==> src/rtl/ad7843_pkg.sv <==
// ---------------------------------------------------------------------------
// ad7843_pkg
// Shared definitions for the AD7843 touch-screen digitizer emulator:
// channel codes, command FSM states, control-byte field positions, result
// widths and the result-selection helper.
// ---------------------------------------------------------------------------
package ad7843_pkg;

  // Channel select codes (A2:A0) that return real panel coordinates
  localparam logic [2:0] CH_X = 3'b001;
  localparam logic [2:0] CH_Y = 3'b101;

  // Control byte layout: S A2 A1 A0 MODE SER/DFR PD1 PD0
  localparam int CMD_ADDR_MSB = 6;
  localparam int CMD_ADDR_LSB = 4;
  localparam int CMD_MODE_BIT = 3;
  localparam int CMD_PD0_BIT  = 0;

  // Conversion result widths
  localparam int RES_WIDTH   = 12;
  localparam int RES_WIDTH_8 = 8;

  typedef enum logic [1:0] {
    ST_IDLE,
    ST_CMD,
    ST_BUSY,
    ST_LOAD
  } cmdState_t;

  // Picks the conversion word for a channel. In 8-bit mode only the top
  // eight bits survive; the low nibble is zeroed so the shifter naturally
  // emits zeros after the eighth bit.
  function automatic logic [RES_WIDTH-1:0] selectResult(
    input logic [2:0]           addr,
    input logic                 mode8,
    input logic [RES_WIDTH-1:0] xVal,
    input logic [RES_WIDTH-1:0] yVal,
    input logic [RES_WIDTH-1:0] auxVal
  );
    logic [RES_WIDTH-1:0] res;
    case (addr)
      CH_X:    res = xVal;
      CH_Y:    res = yVal;
      default: res = auxVal;
    endcase
    if (mode8) begin
      res = {res[RES_WIDTH-1 -: RES_WIDTH_8], {(RES_WIDTH-RES_WIDTH_8){1'b0}}};
    end
    return res;
  endfunction

endpackage

==> src/rtl/ad7843_sync_edge_detect.sv <==
// ---------------------------------------------------------------------------
// sync_edge_detect
// Brings an asynchronous pin into the clk domain through STAGES flops, then
// one extra flop for edge detection.
// Ports:
//   clk      system clock
//   reset_n  synchronous active-low reset (all flops go to RESET_VAL)
//   i_async  asynchronous input pin
//   o_level  synchronized level
//   o_rise   one-clk strobe on a synchronized 0->1 transition
//   o_fall   one-clk strobe on a synchronized 1->0 transition
// STAGES must be at least 2.
// ---------------------------------------------------------------------------
module sync_edge_detect #(
  parameter int   STAGES    = 2,
  parameter logic RESET_VAL = 1'b0
) (
  input  logic clk,
  input  logic reset_n,
  input  logic i_async,
  output logic o_level,
  output logic o_rise,
  output logic o_fall
);

  logic [STAGES-1:0] r_sync;
  logic              r_prev;

  always_ff @(posedge clk) begin
    if (!reset_n) begin
      r_sync <= {STAGES{RESET_VAL}};
      r_prev <= RESET_VAL;
    end else begin
      r_sync <= {r_sync[STAGES-2:0], i_async};
      r_prev <= r_sync[STAGES-1];
    end
  end

  assign o_level = r_sync[STAGES-1];
  assign o_rise  = r_sync[STAGES-1] & ~r_prev;
  assign o_fall  = ~r_sync[STAGES-1] & r_prev;

endmodule

==> src/rtl/ad7843_responder.sv <==
// ---------------------------------------------------------------------------
// ad7843_responder
// Emulates the serial side of an AD7843 touch-screen digitizer so the LT24
// touch driver can run without the physical panel.
// Ports:
//   clk, reset_n        system clock (>= 8x dclk), synchronous active-low reset
//   touch               1 while the emulated panel is pressed
//   x_value, y_value    12-bit conversion results returned for X / Y
//   adc_dclk/cs_n/din   serial clock, chip select and control data (async)
//   adc_dout            serial result data, MSB first
//   adc_busy            high for one dclk period between command and data
//   adc_penirq_n        pen interrupt, active-low, held high while selected
//   cmd_valid           one-clk pulse when a control byte completes
//   last_cmd            most recent complete control byte
// ---------------------------------------------------------------------------
module ad7843_responder
  import ad7843_pkg::*;
#(
  parameter int                   SYNC_STAGES = 2,
  parameter logic [RES_WIDTH-1:0] AUX_VALUE   = 12'h000
) (
  input  logic                 clk,
  input  logic                 reset_n,
  input  logic                 touch,
  input  logic [RES_WIDTH-1:0] x_value,
  input  logic [RES_WIDTH-1:0] y_value,
  input  logic                 adc_dclk,
  input  logic                 adc_cs_n,
  input  logic                 adc_din,
  output logic                 adc_dout,
  output logic                 adc_busy,
  output logic                 adc_penirq_n,
  output logic                 cmd_valid,
  output logic [7:0]           last_cmd
);

  logic w_dclkLevel, w_dclkRiseRaw, w_dclkFallRaw;
  logic w_csN, w_csRiseUnused, w_csFallUnused;
  logic w_din, w_dinRiseUnused, w_dinFallUnused;
  logic w_dclkRise, w_dclkFall;
  logic [7:0] w_cmdByte;
  logic [RES_WIDTH-1:0] w_result;

  cmdState_t            r_state;
  logic [2:0]           r_bitCnt;
  logic [6:0]           r_cmdShift;
  logic [2:0]           r_addr;
  logic                 r_mode;
  logic                 r_pd0;
  logic [RES_WIDTH-2:0] r_outShift;
  logic                 r_dout;
  logic                 r_busy;
  logic                 r_penirqN;
  logic                 r_cmdValid;
  logic [7:0]           r_lastCmd;

  sync_edge_detect #(.STAGES(SYNC_STAGES), .RESET_VAL(1'b0)) u_syncDclk (
    .clk     (clk),
    .reset_n (reset_n),
    .i_async (adc_dclk),
    .o_level (w_dclkLevel),
    .o_rise  (w_dclkRiseRaw),
    .o_fall  (w_dclkFallRaw)
  );

  // cs_n resets high so the part starts deselected
  sync_edge_detect #(.STAGES(SYNC_STAGES), .RESET_VAL(1'b1)) u_syncCs (
    .clk     (clk),
    .reset_n (reset_n),
    .i_async (adc_cs_n),
    .o_level (w_csN),
    .o_rise  (w_csRiseUnused),
    .o_fall  (w_csFallUnused)
  );

  sync_edge_detect #(.STAGES(SYNC_STAGES), .RESET_VAL(1'b0)) u_syncDin (
    .clk     (clk),
    .reset_n (reset_n),
    .i_async (adc_din),
    .o_level (w_din),
    .o_rise  (w_dinRiseUnused),
    .o_fall  (w_dinFallUnused)
  );

  // dclk edges only count while the part is selected; the level itself is
  // only needed through its strobes
  assign w_dclkRise = w_dclkRiseRaw & ~w_csN & w_dclkLevel;
  assign w_dclkFall = w_dclkFallRaw & ~w_csN & ~w_dclkLevel;

  // Completed control byte as it stands on the 8th rising edge
  assign w_cmdByte = {r_cmdShift, w_din};

  assign w_result = selectResult(r_addr, r_mode, x_value, y_value, AUX_VALUE);

  // Command FSM, output shifter and pen interrupt share one register block.
  // Deselect beats any dclk edge seen in the same cycle. The output shifter
  // runs on every selected falling edge regardless of the FSM state, which
  // is what lets a new command overlap the tail of the previous result;
  // a LOAD simply overwrites whatever is left in it.
  always_ff @(posedge clk) begin
    if (!reset_n) begin
      r_state    <= ST_IDLE;
      r_bitCnt   <= 3'd0;
      r_cmdShift <= 7'd0;
      r_addr     <= 3'd0;
      r_mode     <= 1'b0;
      r_pd0      <= 1'b0;
      r_outShift <= '0;
      r_dout     <= 1'b0;
      r_busy     <= 1'b0;
      r_penirqN  <= 1'b1;
      r_cmdValid <= 1'b0;
      r_lastCmd  <= 8'h00;
    end else if (w_csN) begin
      r_state    <= ST_IDLE;
      r_bitCnt   <= 3'd0;
      r_cmdShift <= 7'd0;
      r_outShift <= '0;
      r_dout     <= 1'b0;
      r_busy     <= 1'b0;
      r_cmdValid <= 1'b0;
      r_penirqN  <= ~(touch & ~r_pd0);
    end else begin
      r_cmdValid <= 1'b0;
      r_penirqN  <= 1'b1;

      if (w_dclkRise) begin
        case (r_state)
          ST_IDLE: begin
            // Leading zeros are skipped until a start bit appears
            if (w_din) begin
              r_state    <= ST_CMD;
              r_bitCnt   <= 3'd1;
              r_cmdShift <= 7'd1;
            end
          end
          ST_CMD: begin
            if (r_bitCnt == 3'd7) begin
              r_lastCmd  <= w_cmdByte;
              r_cmdValid <= 1'b1;
              r_addr     <= w_cmdByte[CMD_ADDR_MSB:CMD_ADDR_LSB];
              r_mode     <= w_cmdByte[CMD_MODE_BIT];
              r_pd0      <= w_cmdByte[CMD_PD0_BIT];
              r_state    <= ST_BUSY;
            end else begin
              r_cmdShift <= {r_cmdShift[5:0], w_din};
              r_bitCnt   <= r_bitCnt + 3'd1;
            end
          end
          default: ;
        endcase
      end

      if (w_dclkFall) begin
        if (r_state == ST_LOAD) begin
          r_busy     <= 1'b0;
          r_dout     <= w_result[RES_WIDTH-1];
          r_outShift <= w_result[RES_WIDTH-2:0];
          r_state    <= ST_IDLE;
        end else begin
          r_dout     <= r_outShift[RES_WIDTH-2];
          r_outShift <= {r_outShift[RES_WIDTH-3:0], 1'b0};
          if (r_state == ST_BUSY) begin
            r_busy  <= 1'b1;
            r_state <= ST_LOAD;
          end
        end
      end
    end
  end

  assign adc_dout     = r_dout;
  assign adc_busy     = r_busy;
  assign adc_penirq_n = r_penirqN;
  assign cmd_valid    = r_cmdValid;
  assign last_cmd     = r_lastCmd;

endmodule

==> config.mk <==
export PLATFORM = sky130hd
export DESIGN_NAME = ad7843_responder
export DESIGN_NICKNAME = d
export VERILOG_FILES = /design/src/rtl/ad7843_pkg.sv /design/src/rtl/ad7843_sync_edge_detect.sv /design/src/rtl/ad7843_responder.sv
export SDC_FILE = /design/constraint.sdc
export NUM_CORES = 1
export LEC_CHECK = 0
export ABC_AREA = 1
export BUFFER_PORTS_ARGS = -buffer_cell sky130_fd_sc_hd__buf_2
export CAP_MARGIN = 0
export CORE_MARGIN = 4
export CORE_UTILIZATION = 40
export DETAILED_ROUTE_END_ITERATION = 10
export PLACE_DENSITY = 0.66
export SLEW_MARGIN = 20
export SYNTH_ARGS = -nofsm -noshare
export SYNTH_HDL_FRONTEND = slang
export SYNTH_SLANG_ARGS = --single-unit
==> constraint.sdc <==
create_clock -name clk -period 1.7 [get_ports clk]
set_input_delay 0.17 -clock clk [delete_from_list [all_inputs] [get_ports clk]]
set_output_delay 0.17 -clock clk [all_outputs]
set_load 0.02 [all_outputs]
==> out/qor.csv, run 1 <==
stage;metric;value;unit
synth;sequential share of the synthesized area;41.8;%
route;via count;1790;
floorplanning;Die Width;78.9;µm
final_layout;Fillers;478;
global_route;GRT Util Overall;15.0;%
setup_path;worst r2r path cells;8;
floorplanning;Initial Utilization;42.0;%
clock_tree;Inserted Clock Buffers;5;
route;initial DRC count;83;
synth;post-synthesis cell type count;31;
setup_path;Worst setup EP type;flop;
final_layout;ANT cells;0;
route;Routed Wire Length;4370;µm
setup_path;crit path to;r_cmdShift[4]$_SDFFE_PP0P_;
setup_path;register-to-register setup slack;0.14;ns
final_layout;Layout Nets;328;
sta;Worst Tran Pin Value;0.533;ns
clock_tree;TritonCTS clock tree;done;
route;vias per cell;4.92;
setup_path;delay-heaviest family, CP;simple AND/OR/NAND/NOR gates;
global_route;initial antenna violation count;0;
min_path;hold path cells;3;
route;number of remaining DRC errors;0;
synth;top cells by count, synth;dfxtp_1, nand2_1, a21oi_1, nand4_1;
clock_tree;# Post-CTS Setup Buffers;0;
synth;cell with the most instances after synthesis;dfxtp_1;
setup_path;Worst R2R End;r_cmdShift[4]$_SDFFE_PP0P_;
clock_tree;clock slew at reported path FFs;0.08;ns
route;drt first pass iters;4;
min_path;min-delay worst type;in -> reg;
sta;RSZ-0062 raised after global routing;false;
sta;Fmax achieved;639;MHz
final_layout;Layout Utilization;48.9;%
sta;Slew Limit Fails;0;
setup_path;Setup CP Type;reg -> reg;
global_route;grt ovf;0;
outcome;status;finished clean;
final_layout;area delta synth->final;16.4;%
setup_path;CP Max Fanout;12;
flow_run;maxcap violations;0;
global_route;pin count of the biggest net entering global routing;22;
setup_path;crit start category;flop;
floorplanning;Core Box Area;4790;µm²
setup_path;worst path cell trace;ha_1, ha_1, nand2_2, nor2_4, nor2_4, nand2_4, nand2_1, a21oi_1;
synth;top-area cell type share of the netlist area;41.8;%
setup_path;Critical Path Max Stage Delay;0.33;ns
setup_path;Buf/Inv on CP;0;
synth;Gate Count Post-Synth;258;
sta;final setup fails;0;
synth;synthesis warning total;0;
floorplanning;# IOs;42;
setup_path;FF-to-FF Start;r_bitCnt[0]$_SDFFE_PP0P_;
clock_tree;H-tree depth;2;
sta;fin crit share;92.1;%
sta;Max Clock Skew;0.00879;ns
placement;Port Buffers;41;
clock_tree;worst-skew pair later-pin latency;0.29;ns
route;Routed Antenna Nets;0;
floorplanning;Die ar.;6230;µm²
final_layout;share of cells above drive strength 1;28.3;%
synth;Mapped Area;2010;µm²
setup_path;crit path DAT;1.75;ns
floorplanning;Die H;78.9;µm
synth;Post-synth EDFFs;0;
sta;final hold vios;0;
setup_path;CP Depth;8;
setup_path;Critical-path top delay cell;dfxtp_1;
clock_tree;CTS Sinks;42;
synth;ys async rst share;0;%
placement;GPL Wtd Cong;0.807;
clock_tree;clk buf depth;2;
sta;Slew HR;64.4;%
setup_path;critical path required time;1.88;ns
route;wire per inst;12.0;µm
setup_path;Worst Setup SP;r_bitCnt[0]$_SDFFE_PP0P_;
synth;area leader, netlist;dfxtp_1;
power;P_leak;0.974;nW
synth;synth top area cells;dfxtp_1, nand2_1, nand4_1, a21oi_1, o21ai_1;
sta;Final Critical Period;1.56;ns
synth;prevailing post-synth register cell;dfxtp_1;
global_route;vias in the first global route;1692;
sta;Setup TNS Final;0;ns
power;pwr dens;791;nW/µm²
clock_tree;root buf cell;clkbuf_8;
synth;Avg Cell Area, Syn;7.80;µm²
global_route;global-route wire length before repair;7550;µm
power;Worst VDD drop;0.421;mV
synth;post-synth net total;290;
placement;DPL Wire Length;3150;µm
floorplanning;row cnt;25;
synth;Seq cells post-synth;42;
==> timing repair <==
action,4_1_cts,5_1_grt
endpoints found under the setup margin,0,2
gates resized for setup,0,0
hold buffers,0,0
==> placed cells by master (no fill, tap or decap), drive strengths merged <==
cell type  count
o21ai         26
nand3b         5
clkinv         2
o21a           1
dfxtp         42
ha             2
inv           24
nand2         43
or2           10
clkbuf         6
nand3         18
nor3           1
a21oi         29
clkinvlp       1
buf           46
nor2          18
o211ai         1
nand4         21
bufinv         1
==> how the worst min path moves through the flow <==
stage / from / to / slack [ns]
3_3_place_gp: adc_din / u_syncDin.r_sync[0]$_SDFF_PN0_ / 0.35
4_1_cts: adc_din / u_syncDin.r_sync[0]$_SDFF_PN0_ / 0.04
2_1_floorplan: touch / adc_penirq_n$_SDFF_PN1_ / 0.26
6_report: adc_dclk / u_syncDclk.r_sync[0]$_SDFF_PN0_ / 0.05
5_1_grt: touch / adc_penirq_n$_SDFF_PN1_ / 0.05
3_5_place_dp: adc_din / u_syncDin.r_sync[0]$_SDFF_PN0_ / 0.36
==> sequential cells by signal, indices dropped and copies added (netlist names), 2 cells and up <==
| register | cells |
|---|---|
| r_outShift | 11 |
| r_cmdShift | 7 |
| last_cmd | 6 |
| r_bitCnt | 3 |
| r_addr | 2 |
| r_state | 2 |
| u_syncCs.r_sync | 2 |
| u_syncDclk.r_sync | 2 |
| u_syncDin.r_sync | 2 |
==> worst reg2reg max path: stages, from the launching register on <==
cell and delay [ns]:
dfxtp_1 0.33, ha_1 0.21, ha_1 0.20, nand2_2 0.09, nor2_4 0.05, nor2_4 0.27, nand2_4 0.16, nand2_1 0.10
a21oi_1 0.06
==> metrics by stage <==
| step | hold WS [ns] | cell area [µm²] | setup WS (ns) | std cells | power [W] |
|---|---|---|---|---|---|
| global placement | 0.350 | 2230 | 0.184 | 356 | 0.00109 |
| CTS | 0.0389 | 2340 | 0.107 | 364 | 0.00188 |
| floorplan | 0.261 | 2010 | 0.347 | 258 | 0.00105 |
| detailed placement | 0.356 | 2230 | 0.135 | 356 | 0.00109 |
| global route | 0.0499 | 2340 | 0.00378 | 364 | 0.00192 |
| finish | 0.0485 | 2340 | 0.135 | 364 | 0.00185 |
==> logic make-up after synthesis <==
group / after synthesis / synth area share [%]
and+or+nand+nor: 116 / 31.2
AOI/OAI and AO/OA: 57 / 15.5
DFF: 42 / 41.8
buffers and inverters: 41 / 10.2
adders and majority gates: 2 / 1.24
==> final cells by class <==
class | instances | area (µm²) | area share (%)
clock buffers | 6 | 72.6 | 3.10
clock inverters | 2 | 37.5 | 1.60
inverters | 26 | 97.6 | 4.17
multi-input cells | 175 | 966 | 41.3
flip-flops and latches | 42 | 841 | 35.9
well taps | 67 | 83.8 | 3.58
repair buffers | 46 | 243 | 10.4
==> metal layers <==
metal	vias to the layer above	GRT usage (%)	wire length (µm)
li1	948	-	-
met1	800	18.0	2040
met2	37	25.8	2050
met3	5	3.74	213
met4	0	5.67	58
met5	-	0	0
==> power breakdown <==
group | switching [W] | total (W) | internal [W]
clock network | 0.000343 | 0.000781 | 0.000438
registers | 0.00000523 | 0.000997 | 0.000992
logic | 0.0000391 | 0.0000750 | 0.0000359
total | 0.000387 | 0.00185 | 0.00147
No activity file was read; power rests on OpenSTA's default activity.
==> run 2, diff against run 1 <==
- HOLD_SLACK_MARGIN: unset -> 0.05
==> run 2 against run 1 <==
Worst setup slack about the same. Wire length increased by 0.23%. Sequential power is essentially flat. Critical path type unchanged.
==> out/qor.csv, run 2 (synthesized netlist as in run 1, its figures left out) <==
stage;metric;value;unit;change
outcome;status;finished clean;;
placement;GPL Wtd Cong;0.807;;unchanged
setup_path;CP Max Fanout;12;;unchanged
sta;Final Critical Period;1.56;ns;-0.0000980 ns
placement;DPL Wire Length;3150;µm;unchanged
sta;Slew HR;64.4;%;unchanged
setup_path;crit start category;flop;;
setup_path;crit path DAT;1.75;ns;about the same
final_layout;ANT cells;0;;unchanged
clock_tree;H-tree depth;2;;unchanged
clock_tree;clk buf depth;2;;unchanged
route;Routed Wire Length;4380;µm;+0.23%
clock_tree;# Post-CTS Setup Buffers;0;;unchanged
global_route;grt ovf;0;;unchanged
final_layout;Layout Nets;331;;+0.91%
setup_path;critical path required time;1.88;ns;about the same
clock_tree;Inserted Clock Buffers;5;;unchanged
sta;final setup fails;0;;unchanged
sta;Fmax achieved;639;MHz;about the same
power;Total Power;0.00186;W;+0.29%
route;wire per inst;11.9;µm;-0.59%
clock_tree;worst-skew pair later-pin latency;0.29;ns;about the same
final_layout;share of cells above drive strength 1;28.0;%;-0.28 points
route;via count;1796;;+0.34%
sta;Max Clock Skew;0.00879;ns;+0.0000000300 ns
global_route;initial antenna violation count;0;;unchanged
floorplanning;Die Width;78.9;µm;unchanged
sta;Worst Tran Pin Value;0.533;ns;unchanged
final_layout;area of the multi-input gates;966;µm²;unchanged
global_route;vias in the first global route;1694;;+0.12%
setup_path;register-to-register setup slack;0.14;ns;about the same
floorplanning;row cnt;25;;unchanged
setup_path;Worst setup EP type;flop;;
sta;Slew Limit Fails;0;;unchanged
floorplanning;Die H;78.9;µm;unchanged
floorplanning;Die ar.;6230;µm²;unchanged
min_path;min-delay worst type;in -> reg;;
global_route;pin count of the biggest net entering global routing;22;;unchanged
final_layout;area delta synth->final;17.8;%;
clock_tree;TritonCTS clock tree;done;;
route;vias per cell;4.89;;-0.48%
sta;Setup TNS Final;0;ns;unchanged
final_layout;Fillers;474;;-0.84%
clock_tree;root buf cell;clkbuf_8;;
floorplanning;# IOs;42;;unchanged
sta;final hold vios;0;;unchanged
final_layout;leading cell type in the layout, fill and taps excluded;dfxtp_1;;
route;number of remaining DRC errors;0;;unchanged
flow_run;maxcap violations;0;;unchanged
sta;worst hold slack;0.0616;ns;+0.0132 ns
power;pwr dens;784;nW/µm²;-0.98%
route;Routed Antenna Nets;0;;unchanged
power;P_leak;0.986;nW;+1.3%
setup_path;Setup CP Type;reg -> reg;;
final_layout;Biggest register;r_outShift;;
placement;Port Buffers;41;;unchanged
floorplanning;Core Box Area;4790;µm²;unchanged
clock_tree;clock slew at reported path FFs;0.08;ns;about the same
route;drt first pass iters;4;;unchanged
floorplanning;Initial Utilization;42.0;%;unchanged
global_route;GRT Util Overall;15.0;%;+0.048 points
power;Worst VDD drop;0.429;mV;+1.8%
route;initial DRC count;85;;+2.4%
final_layout;register area;841;µm²;unchanged
sta;RSZ-0062 raised after global routing;false;;
sta;fin crit share;92.1;%;about the same
final_layout;Largest register FFs;11;;unchanged
global_route;global-route wire length before repair;7580;µm;+0.37%
clock_tree;CTS Sinks;42;;unchanged
final_layout;commonest cells after routing, fill and taps aside;dfxtp_1, buf_2, nand2_1, a21oi_1, nand4_1;;
==> run 2: cell count changes in the layout (fill, tap and decap cells not counted), sizes merged <==
cell | previous run | this run
dlygate4sd3 | 0 | 3
==> run 2: per-layer routing <==
layer	wire [µm]	share of wire, %	track usage, %
met1	2070	47	18.1
met2	2040	47	25.8
met3	212	4.8	3.74
met4	58	1.3	5.67
met5	0	0	0
==> run 2: final timing paths <==
kind | from | to | cells past startpoint
worst max-delay path | r_bitCnt[0]$_SDFFE_PP0P_ | r_cmdShift[4]$_SDFFE_PP0P_ | 8
worst min-delay path | adc_cs_n | u_syncCs.r_sync[0]$_SDFF_PN1_ | 2
worst max register to register | r_bitCnt[0]$_SDFFE_PP0P_ | r_cmdShift[4]$_SDFFE_PP0P_ | 8
worst min register to register | u_syncDclk.r_sync[0]$_SDFF_PN0_ | u_syncDclk.r_sync[1]$_SDFF_PN0_ | 2
==> run 2: final cells by class <==
type / instances / share of cell area [%]
Clock inverter: 2 / 1.58
Timing Repair Buffer: 49 / 11.5
Clock buffer: 6 / 3.06
Inverter: 26 / 4.12
Tap cell: 67 / 3.54
Multi-Input combinational cell: 175 / 40.7
Sequential cell: 42 / 35.5
==> run 2: timing repair <==
action	4_1_cts	5_1_grt
hold buffers	2	1
endpoints found under the setup margin	0	2
hold endpoints to repair	2	1
resized for setup	0	0
==> run 2: critical path, stage by stage, from the launching register on <==
cell,delay (ns)
dfxtp_1,0.33
ha_1,0.21
ha_1,0.20
nand2_2,0.09
nor2_4,0.05
nor2_4,0.26
nand2_4,0.16
nand2_1,0.10
a21oi_1,0.06
==> run 2: stage by stage <==
step                setup slack (ns)  std cells  instance area (µm²)  utilization, %
floorplan                      0.347        258                 2010               -
global placement               0.184        356                 2230            46.6
detailed placement             0.135        356                 2230            46.6
CTS                            0.107        366                 2360            49.3
global route                 0.00378        367                 2370            49.5
finish                         0.135        367                 2370            49.5
==> run 2: report_power, final <==
part | internal, W | switching [W]
Sequential | 0.000992 | 0.00000523
Combinational | 0.0000404 | 0.0000398
Clock | 0.000438 | 0.000343
